==> src/rtl/int_ctrl.sv <==
// int_ctrl: eight-line vectored interrupt controller with edge capture,
// enable mask, fixed priority (bit 0 highest) and in-service nesting.
module int_ctrl (
  input  logic       clk,
  input  logic       reset,
  input  logic [7:0] int_e,
  input  logic       mask_we,
  input  logic [7:0] mask_d,
  input  logic       ack,
  input  logic       eoi,
  output logic       irq,
  output logic [2:0] int_id,
  output logic [7:0] int_a,
  output logic [7:0] pending,
  output logic [7:0] in_service,
  output logic [7:0] mask
);

  typedef enum logic {
    IDLE,
    REQ
  } state_t;

  state_t     state;
  logic [7:0] prev;
  logic [7:0] edge_v;
  logic [7:0] cand_v;
  logic [7:0] ack_set;
  logic [7:0] eoi_clr;
  logic [2:0] cand_id;
  logic [2:0] is_id;
  logic       is_any;
  logic       eligible;

  function automatic logic [2:0] low_idx(input logic [7:0] v);
    logic [2:0] r;
    r = 3'd0;
    for (int i = 7; i >= 0; i--) begin
      if (v[i]) r = 3'(i);
    end
    return r;
  endfunction

  assign edge_v  = int_e & ~prev;
  assign cand_v  = pending & mask;
  assign cand_id = low_idx(cand_v);
  assign is_id   = low_idx(in_service);
  assign is_any  = |in_service;

  // Nesting only for strictly higher priority than the
  // highest-priority interrupt currently in service.
  assign eligible = (|cand_v) && (!is_any || (cand_id < is_id));

  assign ack_set = (state == REQ && ack) ? (8'd1 << int_id) : 8'd0;

  // Lowest set bit of in_service, taken from the pre-edge value.
  assign eoi_clr = eoi ? (in_service & (~in_service + 8'd1)) : 8'd0;

  assign int_a = irq ? (8'd1 << int_id) : 8'd0;

  always_ff @(posedge clk) begin
    if (reset) begin
      state      <= IDLE;
      prev       <= 8'hFF;
      pending    <= 8'h00;
      in_service <= 8'h00;
      mask       <= 8'h00;
      irq        <= 1'b0;
      int_id     <= 3'd0;
    end else begin
      prev <= int_e;
      if (mask_we) mask <= mask_d;
      // A fresh edge wins over the ack clear of the same line.
      pending    <= (pending & ~ack_set) | edge_v;
      in_service <= (in_service & ~eoi_clr) | ack_set;
      unique case (state)
        IDLE: begin
          if (eligible) begin
            state  <= REQ;
            irq    <= 1'b1;
            int_id <= cand_id;
          end
        end
        REQ: begin
          if (ack) begin
            state <= IDLE;
            irq   <= 1'b0;
          end
        end
        default: begin
          state <= IDLE;
          irq   <= 1'b0;
        end
      endcase
    end
  end

endmodule

==> config.mk <==
export PLATFORM = sky130hd
export DESIGN_NAME = int_ctrl
export DESIGN_NICKNAME = d
export VERILOG_FILES = /design/src/rtl/int_ctrl.sv
export SDC_FILE = /design/constraint.sdc
export NUM_CORES = 1
export LEC_CHECK = 0
export CORE_AREA = 5 5 87 89
export DETAILED_ROUTE_END_ITERATION = 6
export DIE_AREA = 0 0 92 94
export GPL_TIMING_DRIVEN = 0
export SLEW_MARGIN = 20
export SYNTH_ARGS = -nofsm -noshare
export SYNTH_HDL_FRONTEND = slang
export SYNTH_SLANG_ARGS = --single-unit
==> constraint.sdc <==
create_clock -name clk -period 3.2 [get_ports clk]
set_input_delay 0.64 -clock clk [delete_from_list [all_inputs] [get_ports clk]]
set_output_delay 0.64 -clock clk [all_outputs]
set_load 0.05 [all_outputs]
Yosys cells after proc, flatten, opt, wreduce, memory -nomap -nowiden
Cells that the tools add are included.

Flip-flop bits (word level): 37. Output and inout bits: 36.

$lt $le $gt $ge: 1. Shift operators: 1. Mux-type cells: 25. Add/sub/neg operators: 1. Reduce and logical (&&, ||, !) cells: 8. Equal/unequal tests: 2. Bitwise gates (word level): 12.

Operators with widths (count): two-way mux 3 bit (16); AND 8 bit (5); NOT 8 bit (4); two-way mux 8 bit (3); OR 8 bit (2); OR reduction 8 bit (2); adder 8 x 1 -> 8 bit (second input constant) (1); << shifter 1 x 3 -> 8 bit (first input constant) (1); two-way mux 1 bit (4); inequality test 2 bit (second input constant) (2); case mux 1 bit (2 select lines) (2); AND reduction 2 bit (2); < comparator 3 bit (1); logical AND 1 bit (2); zero test 1 bit (1); logical OR 1 bit (1); NOT 1 bit (1).

Depth between registers and ports, before layout
Depth after elaboration: 14. Depth in mapped cells: 11. Gate-level depth less buffers: 11.

Worst setup path before layout
Ideal clock, no wire load.

Kind: register -> output. Start: register int_id[0]. End: output port int_a[1]. Slack: 606 ps. Arrival time: 1954 ps. Data required time: 2560 ps. Stages on the path, launching flop included: 3. Path buffers: 0. Cell sequence: dfxtp_1 > nand2_1 > nor3_1.

Word-level cells in the longest chain between the ends: 2.

Ends and longest elaborated chain: start, declared (line 12) `output logic [2:0] int_id,`; start signal, assigned (line 81) `int_id <= cand_id;`; << shifter 1 x 3 -> 8 bit (line 59) `assign int_a = irq ? (8'd1 << int_id) : 8'd0;`; two-way mux 8 bit (line 59); end, declared (line 13) `output logic [7:0] int_a,`.

Every way passes these cells.

Worst setup path after layout
Start: register int_id[2]. End: output port int_a[5].

Same word-level chain as after synthesis.

==> summary.md <==
| Metric | Value |
|---|---|
| Initial antenna violation count | `0` |
| Post-synth ARST share | `0%` |
| Crit Path Class | `reg2out` |
| FF+latch count, synth | `37` |
| Remaining Overflow, GRT | `0` |
| Fmax | `380 MHz` |
| DR vias | `1561` |
| # placed instances | `330` |
| Fin. Hold Viols | `0` |
| IO Count | `57` |
| CTS tree | `yes` |
| # fillers | `736` |
| Die height | `94 um` |
| Worst ir drop on vdd | `0.000265 V` |
| Max-slew violation count | `0` |
| Final setup viols | `0` |
| Layout cell share with drive strength beyond 1 | `7.36%` |
| DR iter-0 viols | `71` |
| DRC | `0` |
| GP Congestion | `0.782` |
| Finished Layout Cells | `338` |
| Worst reg-to-reg setup slack | `810 ps` |
| Critical path peak fanout | `9` |
| Num CTS Buffers | `5` |
| Post-DR vias/cell | `4.62` |
| Die Wd | `92 um` |
| Commonest cells post-synth | `dfxtp_1 (37), nor2_1 (33), nand2_1 (27)` |
| HPWL Detailed | `3.60 mm` |
| Area added between synthesis and finish | `45.0%` |
| Most common cell in the netlist | `dfxtp_1` |
| Worst skew pair latency | `290 ps` |
| RSZ-0062 raised after global routing | `false` |
| TNS Setup | `0 ps` |
| Global Route Usage Sum | `10.8%` |
| Main area contributors after synthesis | `dfxtp_1 (46%), nor2_1 (7.7%), nand2_1 (6.3%)` |
| Critical Path RT | `2560 ps` |
| Worst slew margin | `61.9%` |
| Die area | `8650 um2` |
| Largest net degree at the start of global routing | `12` |
| Distinct cell type count after synthesis | `34` |
| Startpoint Class | `flip-flop` |
| Syn Nets | `219` |
| Starting Density | `24.0%` |
| Leakage | `0.863 nW` |
| Synth top area share | `46.1%` |
| Rows | `30` |
| H-Tree Depth | `2` |
| Seq/Total Area, Yosys | `46.1%` |
| Drt total wl | `4.50 mm` |
| Final setup skew | `4.77 ps` |
| Avg Inst Size Synth | `8.20 um2` |
| Clock-pin slew on the worst setup and hold paths | `70 ps` |
| Post-CTS Setup Bufs | `0` |
| Mapped cell area | `1610 um2` |
| Synth Flop Type | `dfxtp_1` |
| ANT cells | `0` |
| Status | `finished, final reports clean` |
| First-pass GRT wire length | `7.27 mm` |
| Hold buffer count at CTS | `0` |
| Pre-antenna DRT Iters | `4` |
| Pwr/cell area | `435 nW/um2` |
| Area leader, netlist | `dfxtp_1` |
| Core footprint | `6680 um2` |
| Final min period | `2630 ps` |
| Final net count | `280` |
| Drt wl/cell | `13.3 um` |
| Syn Inst Count | `196` |
| Final period util | `82.2%` |
| CTS resizes | `0` |
| Worst slew pin tran | `571 ps` |
| Number of global-route vias before repair | `1502` |
| Yosys warns | `0` |
| Worst Setup End Kind | `output port` |
| HP Class | `reg2reg` |
| Clock Sinks | `37` |
| Max_cap viols | `0` |
| CP arrival | `1990 ps` |
| EDFF count, synth | `0` |
| Root buffer cell | `clkbuf_8` |
| Port bufs | `54` |
| CTS Buffer Depth | `2` |
| Final ANT Viol Nets | `0` |
[routing by layer]
metal	GRT usage (%)	wire length, um	share of wire [%]
met5	0	0	0
met4	4.08	76	1.7
met3	4.33	393	8.7
met2	16.5	1950	43
met1	13.6	2080	46
[flip-flops by register name (all words and copies together), names as in the netlist]
register / cells
in_service: 8
state: 1
mask: 8
prev: 8
irq: 1
pending: 8
int_id: 3
[stage by stage]
| stage | area (um2) | setup WS (ps) | hold slack [ps] | util (%) | power [mW] |
|---|---|---|---|---|---|
| 5_1_grt | 2330 | 394 | 557 | 34.9 | 1.06 |
| 3_3_place_gp | 2250 | 842 | 485 | 33.6 | 0.709 |
| 3_5_place_dp | 2250 | 833 | 499 | 33.6 | 0.711 |
| 6_report | 2330 | 571 | 509 | 34.9 | 1.01 |
| 2_1_floorplan | 1610 | 606 | 484 | - | 0.635 |
| 4_1_cts | 2330 | 550 | 510 | 34.9 | 1.03 |
[layout make-up]
type                       count  area [um2]  area share, %
multi-input combinational    147         821           35.2
sequential                    37         741           31.8
timing repair buffer          54         541           23.2
tap                           80         100           4.30
clock buffer                   6        72.6           3.11
buffer                         7        26.3           1.13
inverter                       5        18.8          0.806
clock inverter                 2        10.0          0.430
[power by group]
part / internal [mW] / switching (mW) / total, mW
Clock: 0.151 / 0.162 / 0.313
Combinational: 0.0799 / 0.117 / 0.196
Sequential: 0.482 / 0.0210 / 0.503
[final timing paths]
check                     start        end  depth (start not counted)
setup reg to reg  in_service[2]  int_id[1]                          8
setup / recovery      int_id[2]   int_a[5]                          4
hold reg to reg             irq        irq                          2
hold / removal              irq        irq                          2
[kinds of logic after synthesis]
family,synth area share (%)
AND/OR/NAND/NOR,27.1
AO/OA/AOI/OAI,17.4
flip-flops,46.1
buffers and inverters,2.80
multiplexers,4.98
adder cells (fa/ha/maj),1.56
[worst max-delay path, stage by stage, from the launching register on]
cell	delay, ps
dfxtp_1	340
clkbuf_1	310
nand2_1	120
nor2_1	120
clkdlybuf4s50_1	810
[cells in the final DEF (no fill, tap or decap), types with 4 or more instances in the layout]
| cell type | netlist | layout |
|---|---|---|
| clkdlybuf4s50_1 | 0 | 54 |
| dfxtp_1 | 37 | 37 |
| nor2_1 | 33 | 33 |
| nand2_1 | 27 | 27 |
| a21oi_1 | 20 | 20 |
| clkbuf_1 | 7 | 8 |
| or2_2 | 8 | 8 |
| nor2b_1 | 8 | 8 |
| mux2i_1 | 8 | 8 |
| inv_1 | 5 | 5 |
| clkbuf_8 | 0 | 5 |
| a22oi_1 | 4 | 4 |
| nor3_1 | 4 | 4 |
| nand3_1 | 4 | 4 |
| o21ai_0 | 4 | 4 |
Note: power is estimated with default switching activity, not from simulation.
